$ cat src/rtl/mtr_drv_pkg.sv
// Shared types and constants for the motor gate-drive stage.
// coil_sel_t is common with the upstream commutation block.
package mtr_pkg;

   localparam int          PWM_W       = 11;
   localparam logic [10:0] PERIOD_LAST = 11'h7FF;

   typedef enum logic [1:0] {
      HIGH_Z   = 2'b00,
      REV_CURR = 2'b01,
      FOR_CURR = 2'b10,
      REGEN    = 2'b11
   } coil_sel_t;

   typedef enum logic {
      IDLE   = 1'b0,
      DEAD_T = 1'b1
   } nov_state_t;

   // Returns {high_req, low_req} for one phase.
   function automatic logic [1:0] gate_req(input coil_sel_t sel, input logic pwm);
      logic [1:0] req;
      req = 2'b00;
      case (sel)
         HIGH_Z:   req = 2'b00;
         REV_CURR: req = {~pwm, pwm};
         FOR_CURR: req = {pwm, ~pwm};
         REGEN:    req = {1'b0, pwm};
         default:  req = 2'b00;
      endcase
      return req;
   endfunction

endpackage

$ cat src/rtl/mtr_drv_if.sv
// Duty/select inputs and gate-drive outputs of the motor drive stage.
// master = upstream/commutation side, slave = mtr_drv.
interface mtr_drv_if;
   logic [10:0] duty;
   logic [1:0]  selGrn;
   logic [1:0]  selYlw;
   logic [1:0]  selBlu;
   logic        PWM_synch;
   logic        highGrn;
   logic        lowGrn;
   logic        highYlw;
   logic        lowYlw;
   logic        highBlu;
   logic        lowBlu;

   modport master (
      output duty, selGrn, selYlw, selBlu,
      input  PWM_synch, highGrn, lowGrn, highYlw, lowYlw, highBlu, lowBlu
   );

   modport slave (
      input  duty, selGrn, selYlw, selBlu,
      output PWM_synch, highGrn, lowGrn, highYlw, lowYlw, highBlu, lowBlu
   );
endinterface

$ cat src/rtl/mtr_drv_nonoverlap.sv
// One phase of dead-time insertion: any change of the requested gate pair
// holds both switches off for DEAD cycles before the new pair is applied.
module nonoverlap
   import mtr_pkg::*;
#(
   parameter int DEAD = 32
) (
   input  logic clk,
   input  logic rst,
   input  logic high_req,
   input  logic low_req,
   output logic high_out,
   output logic low_out
);

   localparam logic [7:0] DEAD_LD = 8'(DEAD);

   nov_state_t state_q, state_d;
   logic [1:0] prev_q, prev_d;
   logic [7:0] dcnt_q, dcnt_d;
   logic [1:0] out_q, out_d;
   logic [1:0] req;
   logic [1:0] prev_legal;

   assign req        = {high_req, low_req};
   // A pair with both switches on is never passed through.
   assign prev_legal = (prev_q == 2'b11) ? 2'b00 : prev_q;

   always_comb begin
      state_d = state_q;
      prev_d  = prev_q;
      dcnt_d  = dcnt_q;
      out_d   = out_q;
      if (req != prev_q) begin
         prev_d  = req;
         state_d = DEAD_T;
         dcnt_d  = DEAD_LD;
         out_d   = 2'b00;
      end else begin
         case (state_q)
            IDLE: begin
               out_d = prev_legal;
            end
            DEAD_T: begin
               if (dcnt_q <= 8'd1) begin
                  state_d = IDLE;
                  dcnt_d  = 8'd0;
                  out_d   = prev_legal;
               end else begin
                  dcnt_d = dcnt_q - 8'd1;
                  out_d  = 2'b00;
               end
            end
            default: begin
               state_d = IDLE;
               out_d   = 2'b00;
            end
         endcase
      end
   end

   always_ff @(posedge clk or posedge rst) begin
      if (rst) begin
         state_q <= IDLE;
         prev_q  <= 2'b00;
         dcnt_q  <= 8'd0;
         out_q   <= 2'b00;
      end else begin
         state_q <= state_d;
         prev_q  <= prev_d;
         dcnt_q  <= dcnt_d;
         out_q   <= out_d;
      end
   end

   assign high_out = out_q[1];
   assign low_out  = out_q[0];

endmodule

$ cat src/rtl/mtr_drv.sv
// Motor gate-drive stage: free-running 11-bit PWM with period-aligned duty,
// end-of-period synch strobe, per-phase select decode and dead-time channels.
module mtr_drv
   import mtr_pkg::*;
#(
   parameter int DEAD = 32
) (
   input  logic       clk,
   input  logic       rst,
   mtr_drv_if.slave   bus
);

   logic [PWM_W-1:0] cnt_q, cnt_d;
   logic [PWM_W-1:0] duty_q, duty_d;
   logic             pwm_q, pwm_d;
   logic             synch_q, synch_d;

   always_comb begin
      cnt_d   = cnt_q + 11'd1;
      duty_d  = duty_q;
      // Duty only moves at the period boundary so each period is one clean pulse.
      if (cnt_q == PERIOD_LAST) begin
         duty_d = bus.duty;
      end
      pwm_d   = (cnt_q < duty_q);
      synch_d = (cnt_q == PERIOD_LAST - 11'd1);
   end

   always_ff @(posedge clk or posedge rst) begin
      if (rst) begin
         cnt_q   <= '0;
         duty_q  <= '0;
         pwm_q   <= 1'b0;
         synch_q <= 1'b0;
      end else begin
         cnt_q   <= cnt_d;
         duty_q  <= duty_d;
         pwm_q   <= pwm_d;
         synch_q <= synch_d;
      end
   end

   assign bus.PWM_synch = synch_q;

   // Phase order: 0 = green, 1 = yellow, 2 = blue.
   logic [1:0] sel_arr [3];
   logic [2:0] high_out;
   logic [2:0] low_out;

   assign sel_arr[0] = bus.selGrn;
   assign sel_arr[1] = bus.selYlw;
   assign sel_arr[2] = bus.selBlu;

   genvar gi;
   generate
      for (gi = 0; gi < 3; gi++) begin : g_phase
         logic [1:0] req;
         assign req = gate_req(coil_sel_t'(sel_arr[gi]), pwm_q);

         nonoverlap #(
            .DEAD (DEAD)
         ) u_nov (
            .clk      (clk),
            .rst      (rst),
            .high_req (req[1]),
            .low_req  (req[0]),
            .high_out (high_out[gi]),
            .low_out  (low_out[gi])
         );
      end
   endgenerate

   assign bus.highGrn = high_out[0];
   assign bus.lowGrn  = low_out[0];
   assign bus.highYlw = high_out[1];
   assign bus.lowYlw  = low_out[1];
   assign bus.highBlu = high_out[2];
   assign bus.lowBlu  = low_out[2];

endmodule

$ cat src/flat_wrapper.sv
// flat-port wrapper written by rule: the top's interface ports become plain ports
module mtr_drv_flat import mtr_pkg::*;
#(
   parameter int DEAD = 32
)
  (clk, rst, bus_duty, bus_selGrn, bus_selYlw, bus_selBlu, bus_PWM_synch, bus_highGrn, bus_lowGrn, bus_highYlw, bus_lowYlw, bus_highBlu, bus_lowBlu);
  mtr_drv_if bus_i ();
  input  logic clk;
  input  logic rst;
  input wire logic [$bits(bus_i.duty)-1:0] bus_duty;
  input wire logic [$bits(bus_i.selGrn)-1:0] bus_selGrn;
  input wire logic [$bits(bus_i.selYlw)-1:0] bus_selYlw;
  input wire logic [$bits(bus_i.selBlu)-1:0] bus_selBlu;
  output wire logic [$bits(bus_i.PWM_synch)-1:0] bus_PWM_synch;
  output wire logic [$bits(bus_i.highGrn)-1:0] bus_highGrn;
  output wire logic [$bits(bus_i.lowGrn)-1:0] bus_lowGrn;
  output wire logic [$bits(bus_i.highYlw)-1:0] bus_highYlw;
  output wire logic [$bits(bus_i.lowYlw)-1:0] bus_lowYlw;
  output wire logic [$bits(bus_i.highBlu)-1:0] bus_highBlu;
  output wire logic [$bits(bus_i.lowBlu)-1:0] bus_lowBlu;
  assign bus_i.duty = bus_duty;
  assign bus_i.selGrn = bus_selGrn;
  assign bus_i.selYlw = bus_selYlw;
  assign bus_i.selBlu = bus_selBlu;
  assign bus_PWM_synch = bus_i.PWM_synch;
  assign bus_highGrn = bus_i.highGrn;
  assign bus_lowGrn = bus_i.lowGrn;
  assign bus_highYlw = bus_i.highYlw;
  assign bus_lowYlw = bus_i.lowYlw;
  assign bus_highBlu = bus_i.highBlu;
  assign bus_lowBlu = bus_i.lowBlu;
  mtr_drv #(.DEAD(DEAD)) u_core (.clk(clk), .rst(rst), .bus(bus_i));
endmodule
$ cat config.mk
export PLATFORM = sky130hd
export DESIGN_NAME = mtr_drv_flat
export DESIGN_NICKNAME = d
export VERILOG_FILES = /design/src/rtl/mtr_drv_pkg.sv /design/src/rtl/mtr_drv_if.sv /design/src/rtl/mtr_drv_nonoverlap.sv /design/src/rtl/mtr_drv.sv /design/src/flat_wrapper.sv
export SDC_FILE = /design/constraint.sdc
export NUM_CORES = 1
export LEC_CHECK = 0
export ABC_AREA = 1
export CORE_MARGIN = 2
export CORE_UTILIZATION = 40
export DETAILED_ROUTE_END_ITERATION = 8
export PLACE_DENSITY = 0.72
export SLEW_MARGIN = 15
export SYNTH_ARGS = -nofsm -noshare
export SYNTH_HDL_FRONTEND = slang
export SYNTH_HIERARCHICAL = 1
export SYNTH_SLANG_ARGS = --single-unit
export TNS_END_PERCENT = 20
$ cat constraint.sdc
create_clock -name clk -period 1.6 [get_ports clk]
set_input_delay 0.32 -clock clk [delete_from_list [all_inputs] [get_ports clk]]
set_output_delay 0.32 -clock clk [all_outputs]
set_load 0.01 [all_outputs]
Word level (Yosys, flattened, before mapping) --
Cells that the tools add are included.
Word-level totals: flip-flop bits (word level) 63, input bits 19, output and inout bits 7, logic and storage cells 84
Operators by class: add/subtract/negate cells 4, $lt $le $gt $ge 4, eq/ne operators 17, muxes and demuxes 33, bitwise logic cells 4, reduce and logical (&&, ||, !) cells 6
Operators by type and width (count):
- $mux 8 | 9
- $le 8x1->1 const B | 3
- $pmux 2 s4 | 3
- $sub 8x1->8 const B | 3
- $eq 11x11->1 const B | 2
- $eq 2x2->1 const B | 9
- $mux 2 | 9
- $pmux 2 s2 | 3
- $add 11x1->11 const B | 1
- $lt 11x11->1 | 1
- $mux 1 | 9
- $eq 2x1->1 const B | 3
- $logic_not 2->1 | 3
- $ne 2x2->1 | 3
- $reduce_bool 2->1 | 3
- $not 1->1 | 4

Logic depth before layout (Yosys ltp) --
Gate-level depths: netlist (run 1).
depth in word-level cells 5, depth in mapped cells 9, depth with buffers taken out 9

By module --
The synthesis (run 1) kept the hierarchy.
By module, submodules not included:
- nonoverlap | instances 3, cells each 93, area each 726.9 um^2, sequential area each 325.3 um^2
- mtr_drv | instances 1, cells each 174, area each 1448.9 um^2, sequential area each 600.6 um^2

Least setup slack after synthesis (run 1) --
No wires, ideal clock.
path kind register -> register, from register u_core.pwm_q, to register u_core.g_phase[0].u_nov.dcnt_q[0], setup time 65 ps, data arrival time 1496 ps, data required time 1535 ps, setup slack 39 ps, stages on the path, launching flop included 9, buffers on the path 0, period minus slack after synthesis 1561 ps, cell sequence dfrtp_1 inv_1 nor2_1 a211oi_1 xnor2_2 nand2_2 nor2_4 nand2_1 nand2_1
Between the ends: cells in the longest elaborated chain, start to end 4, elaborated cells between the ends (all ways) 5, those cells by class eq/ne (1); mux (2); bitwise (1); reduce/logical (1)
RTL lines:
- start: declaration | RTL line mtr_drv.sv:15 | logic pwm_q, pwm_d;
- start signal: assignment | RTL line mtr_drv.sv:38 | pwm_q <= pwm_d;
- $not 1->1 | RTL line mtr_drv_pkg.sv:27 | FOR_CURR: req = {pwm, ~pwm};
- $pmux 2 s4 * | RTL line mtr_drv_pkg.sv:24 | case (sel)
- via u_core.g_phase[0].req[0] | RTL line mtr_drv.sv:57 | logic [1:0] req;
- $ne 2x2->1 * | RTL line mtr_drv_nonoverlap.sv:34 | if (req != prev_q) begin
- $mux 8 or $reduce_bool 2->1 (tied branches)
- end signal: assignment | RTL line mtr_drv_nonoverlap.sv:71 | dcnt_q <= dcnt_d;
- end: declaration | RTL line mtr_drv_nonoverlap.sv:20 | logic [7:0] dcnt_q, dcnt_d;
The timed path passes the listed nets; every way through them passes the cells marked *. A chain may end at the register's enable or synchronous reset.

Worst setup path after layout (run 1) --
from input bus_selGrn[0], to register u_core.g_phase[0].u_nov.dcnt_q[2]
Between the ends: cells in the longest elaborated chain, start to end 4, elaborated cells between the ends (all ways) 8, those cells by class eq/ne (4); mux (2); reduce/logical (2)
RTL lines:
- start: declaration | RTL line flat_wrapper.sv:11 | input wire logic [$bits(bus_i.selGrn)-1:0] bus_selGrn;
- $eq 2x2->1 (tied with other cells) | RTL line mtr_drv_pkg.sv:24
- $pmux 2 s4 * | RTL line mtr_drv_pkg.sv:24
- via u_core.g_phase[0].req[0] | RTL line mtr_drv.sv:57
- $ne 2x2->1 * | RTL line mtr_drv_nonoverlap.sv:34
- $mux 8 or $reduce_bool 2->1 (tied branches)
Marks and branches as above.

==> results of run 1 <==
-- cell usage after synthesis --
cell type / instances / area share [%]
sky130_fd_sc_hd__a211oi_1: 1 / 0.21
sky130_fd_sc_hd__a21o_1: 2 / 0.41
sky130_fd_sc_hd__a21oi_1: 3 / 0.41
sky130_fd_sc_hd__buf_6: 2 / 0.62
sky130_fd_sc_hd__clkbuf_1: 6 / 0.62
sky130_fd_sc_hd__dfrtp_1: 63 / 43
sky130_fd_sc_hd__ha_1: 18 / 6.2
sky130_fd_sc_hd__inv_1: 72 / 7.4
sky130_fd_sc_hd__inv_2: 3 / 0.31
sky130_fd_sc_hd__nand2_1: 145 / 15
sky130_fd_sc_hd__nand2_2: 11 / 1.9
sky130_fd_sc_hd__nand3_1: 11 / 1.5
sky130_fd_sc_hd__nand3_2: 3 / 0.83
sky130_fd_sc_hd__nand3_4: 1 / 0.48
sky130_fd_sc_hd__nand3b_1: 1 / 0.21
sky130_fd_sc_hd__nand4_1: 6 / 1.0
sky130_fd_sc_hd__nor2_1: 44 / 4.6
sky130_fd_sc_hd__nor2_2: 3 / 0.52
sky130_fd_sc_hd__nor2_4: 9 / 2.8
sky130_fd_sc_hd__nor3_1: 3 / 0.41
sky130_fd_sc_hd__o21ai_0: 4 / 0.55
sky130_fd_sc_hd__o21ai_1: 6 / 0.83
sky130_fd_sc_hd__o21ai_2: 11 / 2.7
sky130_fd_sc_hd__or2_1: 3 / 0.52
sky130_fd_sc_hd__xnor2_1: 1 / 0.24
sky130_fd_sc_hd__xnor2_2: 6 / 2.7
sky130_fd_sc_hd__xor2_1: 15 / 3.6
-- final cells by class --
class                   count  area (um^2)  area share, %
clock inverters             4        45.04          1.040
multi-input cells         307         1772          40.89
well taps                 108        135.1          3.119
clock buffers              12        145.1          3.350
inverters                  75        284.0          6.555
flip-flops and latches     63         1578          36.41
repair buffers             41        374.1          8.634
-- what timing repair did --
action,4_1_cts,5_1_grt
gates resized for setup,10,8
buffers inserted,0,1
pin swaps,5,18
endpoints found under the hold margin,0,0
setup endpoints to repair,21,23
-- tightest hold or removal path, cell delays in order --
cell and delay [ns]:
sky130_fd_sc_hd__clkdlybuf4s50_1 0.48, sky130_fd_sc_hd__inv_1 0.08, sky130_fd_sc_hd__buf_4 0.21
-- power by group through the flow --
| stage | Clock, W | Combinational [W] | Sequential, W |
|---|---|---|---|
| 2_1_floorplan | 0 | 0.00139 | 0.00204 |
| 3_3_place_gp | 0 | 0.00171 | 0.00208 |
| 3_5_place_dp | 0 | 0.00176 | 0.00208 |
| 4_1_cts | 0.00140 | 0.00177 | 0.00206 |
| 5_1_grt | 0.00147 | 0.00206 | 0.00210 |
| 6_report | 0.00135 | 0.00177 | 0.00206 |
-- metrics by stage --
step                      setup WS (ns)  std cells  hold slack (ns)
after floorplan                 0.03918        453           0.1970
final                           0.04643        610           0.3934
after global routing           -0.07711        610           0.4101
after CTS                     -0.005537        609           0.3943
after global placement          -0.3205        593           0.4660
after detailed placement        -0.3796        593           0.4688
-- kinds of logic (layout without fill, tap and decap cells) --
| kind of cell | count (synthesis) | in the layout | share of synthesized area (%) |
|---|---|---|---|
| and+or+nand+nor | 240 | 240 | 29.75 |
| buffers and inverters | 83 | 132 | 8.997 |
| DFF | 63 | 63 | 43.43 |
| AOI/OAI and AO/OA | 27 | 27 | 5.067 |
| xor gates and xnor gates | 22 | 22 | 6.550 |
| adders and majority gates | 18 | 18 | 6.205 |
-- flip-flops by register name, summed over array words and instances, names as in the netlist --
name                          count
u_core/bus.PWM_synch              1
u_core/g_phase.u_nov/dcnt_q      24
u_core/g_phase.u_nov/out_q        6
u_core/duty_q                    11
u_core/pwm_q                      1
u_core/cnt_q                     11
u_core/g_phase.u_nov/prev_q       6
u_core/g_phase.u_nov/state_q      3
-- cells in the final DEF (no fill, tap or decap), types with 2 or more instances in the layout --
| cell type | netlist | layout |
|---|---|---|
| sky130_fd_sc_hd__nor2_2 | 3 | 4 |
| sky130_fd_sc_hd__a21o_1 | 2 | 2 |
| sky130_fd_sc_hd__nand3_1 | 11 | 11 |
| sky130_fd_sc_hd__clkbuf_8 | 0 | 10 |
| sky130_fd_sc_hd__ha_1 | 18 | 17 |
| sky130_fd_sc_hd__nand2_2 | 11 | 10 |
| sky130_fd_sc_hd__xor2_1 | 15 | 15 |
| sky130_fd_sc_hd__o21ai_2 | 11 | 12 |
| sky130_fd_sc_hd__nand2_4 | 0 | 2 |
| sky130_fd_sc_hd__inv_2 | 3 | 4 |
| sky130_fd_sc_hd__clkinv_2 | 0 | 3 |
| sky130_fd_sc_hd__dfrtp_1 | 63 | 62 |
| sky130_fd_sc_hd__o21ai_1 | 6 | 8 |
| sky130_fd_sc_hd__nor2_1 | 44 | 42 |
| sky130_fd_sc_hd__inv_1 | 72 | 70 |
| sky130_fd_sc_hd__xnor2_2 | 6 | 5 |
| sky130_fd_sc_hd__buf_4 | 0 | 15 |
| sky130_fd_sc_hd__nand4_1 | 6 | 6 |
| sky130_fd_sc_hd__nor2_4 | 9 | 10 |
| sky130_fd_sc_hd__or2_1 | 3 | 3 |
| sky130_fd_sc_hd__a21oi_1 | 3 | 3 |
| sky130_fd_sc_hd__nand3_2 | 3 | 3 |
| sky130_fd_sc_hd__nor3_1 | 3 | 3 |
| sky130_fd_sc_hd__clkbuf_1 | 6 | 2 |
| sky130_fd_sc_hd__nand2_1 | 145 | 144 |
| sky130_fd_sc_hd__clkdlybuf4s50_1 | 0 | 25 |
-- routing by layer --
| metal | global-route usage, % | vias up |
|---|---|---|
| li1 | - | 1457 |
| met1 | 17.19 | 1258 |
| met2 | 24.74 | 35 |
| met3 | 4.216 | 7 |
| met4 | 6.322 | 0 |
| met5 | 0 | - |
-- worst min-delay path by stage --
stage	endpoint	slack, ns	cells past startpoint
after detailed placement	u_core/duty_q[3]	0.47	2
final	u_core/g_phase[2].u_nov/dcnt_q[3]	0.39	3
after global placement	u_core/duty_q[6]	0.47	2
after global routing	u_core/g_phase[2].u_nov/prev_q[0]	0.41	3
after CTS	u_core/g_phase[2].u_nov/dcnt_q[4]	0.39	3
after floorplan	u_core/g_phase[0].u_nov/dcnt_q[0]	0.20	1
==> out/qor.txt, run 1 <==
==============================================================================
Outcome                                                           finished, final reports clean
Vert. Die Dim                                                         99.26 um
Count of final hold-check violations                                         0
Synth Register Bits                                                         63
Global router's overall resource usage                                  14.56%
Final wirelength                                                       6292 um
Highest metal used                                                        met4
Area of the die                                                   0.009853 mm^2
Routability congestion estimate                                         0.8141
Final global-route overflow total                                            0
HPWL after DPL                                                         4732 um
Worst Path Required                                                    1.88 ns
Post-route clock skew                                              0.006147 ns
Initial antenna violation count                                              0
Sw frac                                                                 36.66%
Worst-path fanout max                                                        7
Post-route antenna net violation count                                       0
DRC violation count after routing                                            0
Total Power                                                         0.005186 W
Fill cells                                                                 831
Slowest cell on the critical path                                 sky130_fd_sc_hd__clkdlybuf4s50_1
Layout Cell Area excl Fill                                        0.004333 mm^2
Layout overhead on the synthesized area                                 19.37%
RSZ-0062 raised after global routing                                      true
Met1 routed wirelength after detailed routing                          2986 um
Distinct cells, synth                                                       27
Max Cap Violations                                                           0
Initial detailed-routing violation count                                    88
Post-Route Utilization                                                  49.44%
IO buf count                                                                25
Length of routed met2 wiring                                           3023 um
Slew Limit Headroom                                                     65.75%
Sequential share of power                                                39.8%
First-pass detailed-route iteration total                                    4
Via-per-instance ratio                                                   4.520
Number of H-tree levels                                                      3
Part of the cycle the worst path needs                                  97.10%
Met3 wirelength from detailed routing                                   198 um
Sw Pwr                                                              0.001901 W
# setup viols final                                                          0
P per Cell Area                                                   1197 mW/mm^2
Reg-to-Reg End                                                    u_core/g_phase[0].u_nov/dcnt_q[2]
Synth warnings                                                               6
Root buffer cell                                                  sky130_fd_sc_hd__clkbuf_8
Worst-Margin Slew                                                    0.5132 ns
Clock tree from TritonCTS                                                built
Pin count of the biggest net entering global routing                        25
Core area                                                         0.008763 mm^2
R2R depth                                                                    9
Critical Path AT                                                       1.83 ns
Chip width                                                            99.26 um
Worst flop-to-flop path startpoint                                u_core/pwm_q
Post-synthesis net count                                                   490
Max Clock Freq                                                      0.6437 GHz
Combinational group share of total power                                 34.2%
Count of buffer and inverter cells on the critical path                      3
Total vias in the final route                                            2,757
Final nets                                                                 534
Crit Path Category                                                input port to flop
Placed standard-cell area                                         0.004083 mm^2
Starting utilization of the core area                                   41.42%
Element type at the critical path end                                     flop
Worst min path class                                              input port to async pin
Worst ir drop on vdd                                                  411.3 uV
Insertion delay of the later-clocked pin in the worst-skew pair        0.34 ns
Clock-pin transition on the worst setup and hold timing paths          0.07 ns
Post-Syn Area per Cell                                              8.013 um^2
Via count of the first global-routing pass                               2,773
Fin crit period                                                       1.554 ns
Synthesized instance count                                                 453
ANT cells                                                                    0
Number of buffers created by CTS                                             9
Number of buffers on the longest clock path                                  2
TNS Setup                                                                 0 ns
Max-slew violation count                                                     0
Routed length per instance                                            10.31 um
Slowest Stage Delay on Critical Path                                   0.52 ns
Crit path cell chain                                              clkdlybuf4s50_1 -> inv_2 -> nor2_4 -> a211oi_2 -> buf_4 -> xnor2_4 -> nand2_4 -> nor2_4 -> nand2_1 -> nand2_1
Share of layout cells above drive strength 1                            17.13%
Post-synthesis cell area                                          0.003630 mm^2
Pint                                                                0.003285 W
IO Pins                                                                     26
Row Count                                                                   34
Critical Path Stages                                                        10
First-pass GRT wire length                                           11,470 um
Static Leak                                                           2.347 nW
Quantity of hold-fixing buffers added after cts                              0
Crit path from                                                    bus_selGrn[0]
Sequential fraction of the synthesis area                               43.43%
Sinks on Clock Net                                                          63
Capturing instance or port of the critical path                   u_core/g_phase[0].u_nov/dcnt_q[2]
Share of power burned in the clock network                               26.1%
Worst reg2reg setup slack                                              0.06 ns
Sort of element at the start of the critical path                   input port
CP top delay family                                               buffers and inverters
==============================================================================
Note: power is estimated with default switching activity, not from simulation.
==> inputs of run 2 (changes only) <==
- CTS_CLUSTER_SIZE: unset -> 25
==> results of run 2 <==
Same layout as run 1: the final DEF is identical, and so are final timing and power.
==> inputs of run 3 (changes only) <==
- CORE_UTILIZATION: 40 -> 39
- PLACE_DENSITY: 0.72 -> 0.66
==> run 3 against run 2 <==
Compared with the run above: sequential power about the same; cell count up 0.82%; count of clock-buffer cells in the layout unchanged; first-iteration DRC count down 27%; global-route usage up 0.44 points; power shrank 0.56%; critical path type unchanged; critical endpoint is now u_core/g_phase[0].u_nov/dcnt_q[0]; largest cell class unchanged.
==> out/qor.txt, run 3 (synthesis results as in run 1) <==
=====================================================================================
Post-Route Utilization                                                         47.60%
IO Pins                                                                            26
Area of the multi-input gates                                            0.001775 mm^2
Pre-CTS WS                                                                 -0.4348 ns
Number of H-tree levels                                                             3
Fill cells                                                                        882
Final nets                                                                        537
Worst min path class                                                     input port to async pin
Slew Limit Headroom                                                            79.28%
Sequential share of power                                                       40.0%
Routed length per instance                                                   10.89 um
Number of buffers created by CTS                                                    9
Starting utilization of the core area                                          39.66%
# setup viols final                                                                 0
Static Leak                                                                  2.362 nW
Layout overhead on the synthesized area                                        20.03%
Sw Pwr                                                                     0.001949 W
Number of buffers on the longest clock path                                         2
Sort of element at the start of the critical path                          input port
Combinational group share of total power                                        35.2%
Final wirelength                                                              6697 um
P per Cell Area                                                          1184 mW/mm^2
Initial detailed-routing violation count                                           64
Routability congestion estimate                                                0.7812
Register with the most flip-flops                                        u_core/g_phase.u_nov/dcnt_q
Crit Path Category                                                       input port to flop
Outcome                                                                  finished, final reports clean
Area used by sequential logic in the layout                              0.001577 mm^2
Clock tree from TritonCTS                                                       built
Global router's overall resource usage                                         15.00%
Pin count of the biggest net entering global routing                               25
Worst Path Required                                                           1.88 ns
Share of layout cells above drive strength 1                                   17.66%
Post-route antenna net violation count                                              0
DRC violation count after routing                                                   0
Clock-pin transition on the worst setup and hold timing paths                 0.07 ns
Quantity of hold-fixing buffers added after cts                                     0
Count of final hold-check violations                                                0
Final global-route overflow total                                                   0
Max Cap Violations                                                                  0
Max-slew violation count                                                            0
Commonest non-fill, non-tap cells in the layout                          sky130_fd_sc_hd__nand2_1 (143), sky130_fd_sc_hd__inv_1 (71), sky130_fd_sc_hd__dfrtp_1 (63)
Total Power                                                                0.005157 W
Via-per-instance ratio                                                          4.504
Critical Path AT                                                              1.82 ns
Part of the cycle the worst path needs                                         96.56%
First-pass detailed-route iteration total                                           4
HPWL after DPL                                                                5028 um
Crit path cell chain                                                     clkdlybuf4s50_1 -> inv_1 -> nor2_4 -> a211oi_2 -> buf_4 -> xnor2_4 -> nand2_4 -> nor2_4 -> nand2_1 -> nand2_1
Fin crit period                                                              1.545 ns
Largest registers in the final layout                                    u_core/g_phase.u_nov/dcnt_q (24), u_core/cnt_q (11), u_core/duty_q (11)
Chip width                                                                   100.5 um
Sinks on Clock Net                                                                 63
Most frequent standard cell in the layout excluding fill and tap cells   sky130_fd_sc_hd__nand2_1
Row Count                                                                          35
Worst ir drop on vdd                                                         415.2 uV
Sw frac                                                                        37.79%
Worst hold slack                                                            0.3076 ns
Core area                                                                0.009153 mm^2
Area of the die                                                          0.01009 mm^2
Worst-path fanout max                                                               7
First-pass GRT wire length                                                  11,880 um
Initial antenna violation count                                                     0
Layout Cell Area excl Fill                                               0.004357 mm^2
Flip-flop count of the largest register after layout                               24
Root buffer cell                                                         sky130_fd_sc_hd__clkbuf_8
Max Clock Freq                                                             0.6473 GHz
Placed standard-cell area                                                0.004094 mm^2
Post-route clock skew                                                      0.01085 ns
Slowest Stage Delay on Critical Path                                          0.52 ns
Total vias in the final route                                                   2,770
Slowest cell on the critical path                                        sky130_fd_sc_hd__clkdlybuf4s50_1
RSZ-0062 raised after global routing                                             true
Share of power burned in the clock network                                      24.8%
Element type at the critical path end                                            flop
Vert. Die Dim                                                                100.5 um
Pint                                                                       0.003208 W
Worst-Margin Slew                                                           0.3108 ns
ANT cells                                                                           0
IO buf count                                                                       25
Worst Setup Slack, final                                                   0.05510 ns
Insertion delay of the later-clocked pin in the worst-skew pair               0.34 ns
Via count of the first global-routing pass                                      2,783
=====================================================================================
-- run 3: stage by stage --
step	setup TNS, ns	cells
after detailed placement	-10.19	597
after global routing	-1.033	615
after floorplan	0	453
after CTS	-0.003001	612
after global placement	-8.069	597
final	0	615
-- run 3: metal layers --
| layer | up-vias | wire length (um) | global-route usage [%] |
|---|---|---|---|
| met5 | - | 0 | 0 |
| met3 | 11 | 231 | 4.230 |
| met2 | 42 | 3275 | 25.19 |
| met4 | 0 | 117 | 5.374 |
| li1 | 1459 | - | - |
| met1 | 1258 | 3072 | 18.48 |
-- run 3: timing repair --
action	in CTS	in global routing
pin swaps	2	24
endpoints found under the setup margin	21	23
resized for setup	5	14
endpoints found under the hold margin	0	0
buffers inserted	0	3
-- run 3: final timing paths --
| path | from | endpoint | slack, ns | depth (start not counted) |
|---|---|---|---|---|
| setup / recovery | bus_selGrn[0] | u_core/g_phase[0].u_nov/dcnt_q[0] | 0.06 | 10 |
| hold / removal | rst | u_core/g_phase[1].u_nov/dcnt_q[0] | 0.31 | 2 |
| setup reg to reg | u_core/pwm_q | u_core/g_phase[0].u_nov/dcnt_q[0] | 0.06 | 9 |
| hold reg to reg | u_core/duty_q[8] | u_core/duty_q[8] | 0.48 | 2 |
| max in group asynchronous | rst | u_core/cnt_q[1] | 0.90 | 3 |
| min in group clk | bus_selBlu[0] | u_core/g_phase[2].u_nov/prev_q[0] | 0.31 | 3 |
-- run 3: critical path: cells and delay by family --
family          cells  cell delay, ns
buf+inv             3            0.75
simple gates        5            0.53
compound gates      1            0.04
xor+xnor            1            0.17
-- run 3: final cells by class --
class | count | area share [%]
timing repair buffer | 44 | 9.161
multi-input combinational | 307 | 40.75
clock inverter | 3 | 0.4021
inverter | 75 | 6.519
sequential | 63 | 36.19
tap | 111 | 3.188
clock buffer | 12 | 3.791
-- run 3: power by group through the flow --
stage	Combinational, W	Sequential, W	Clock, W
floorplan	0.00139	0.00204	0
global placement	0.00172	0.00208	0
detailed placement	0.00179	0.00208	0
CTS	0.00181	0.00206	0.00134
global route	0.00209	0.00210	0.00140
finish	0.00181	0.00207	0.00128
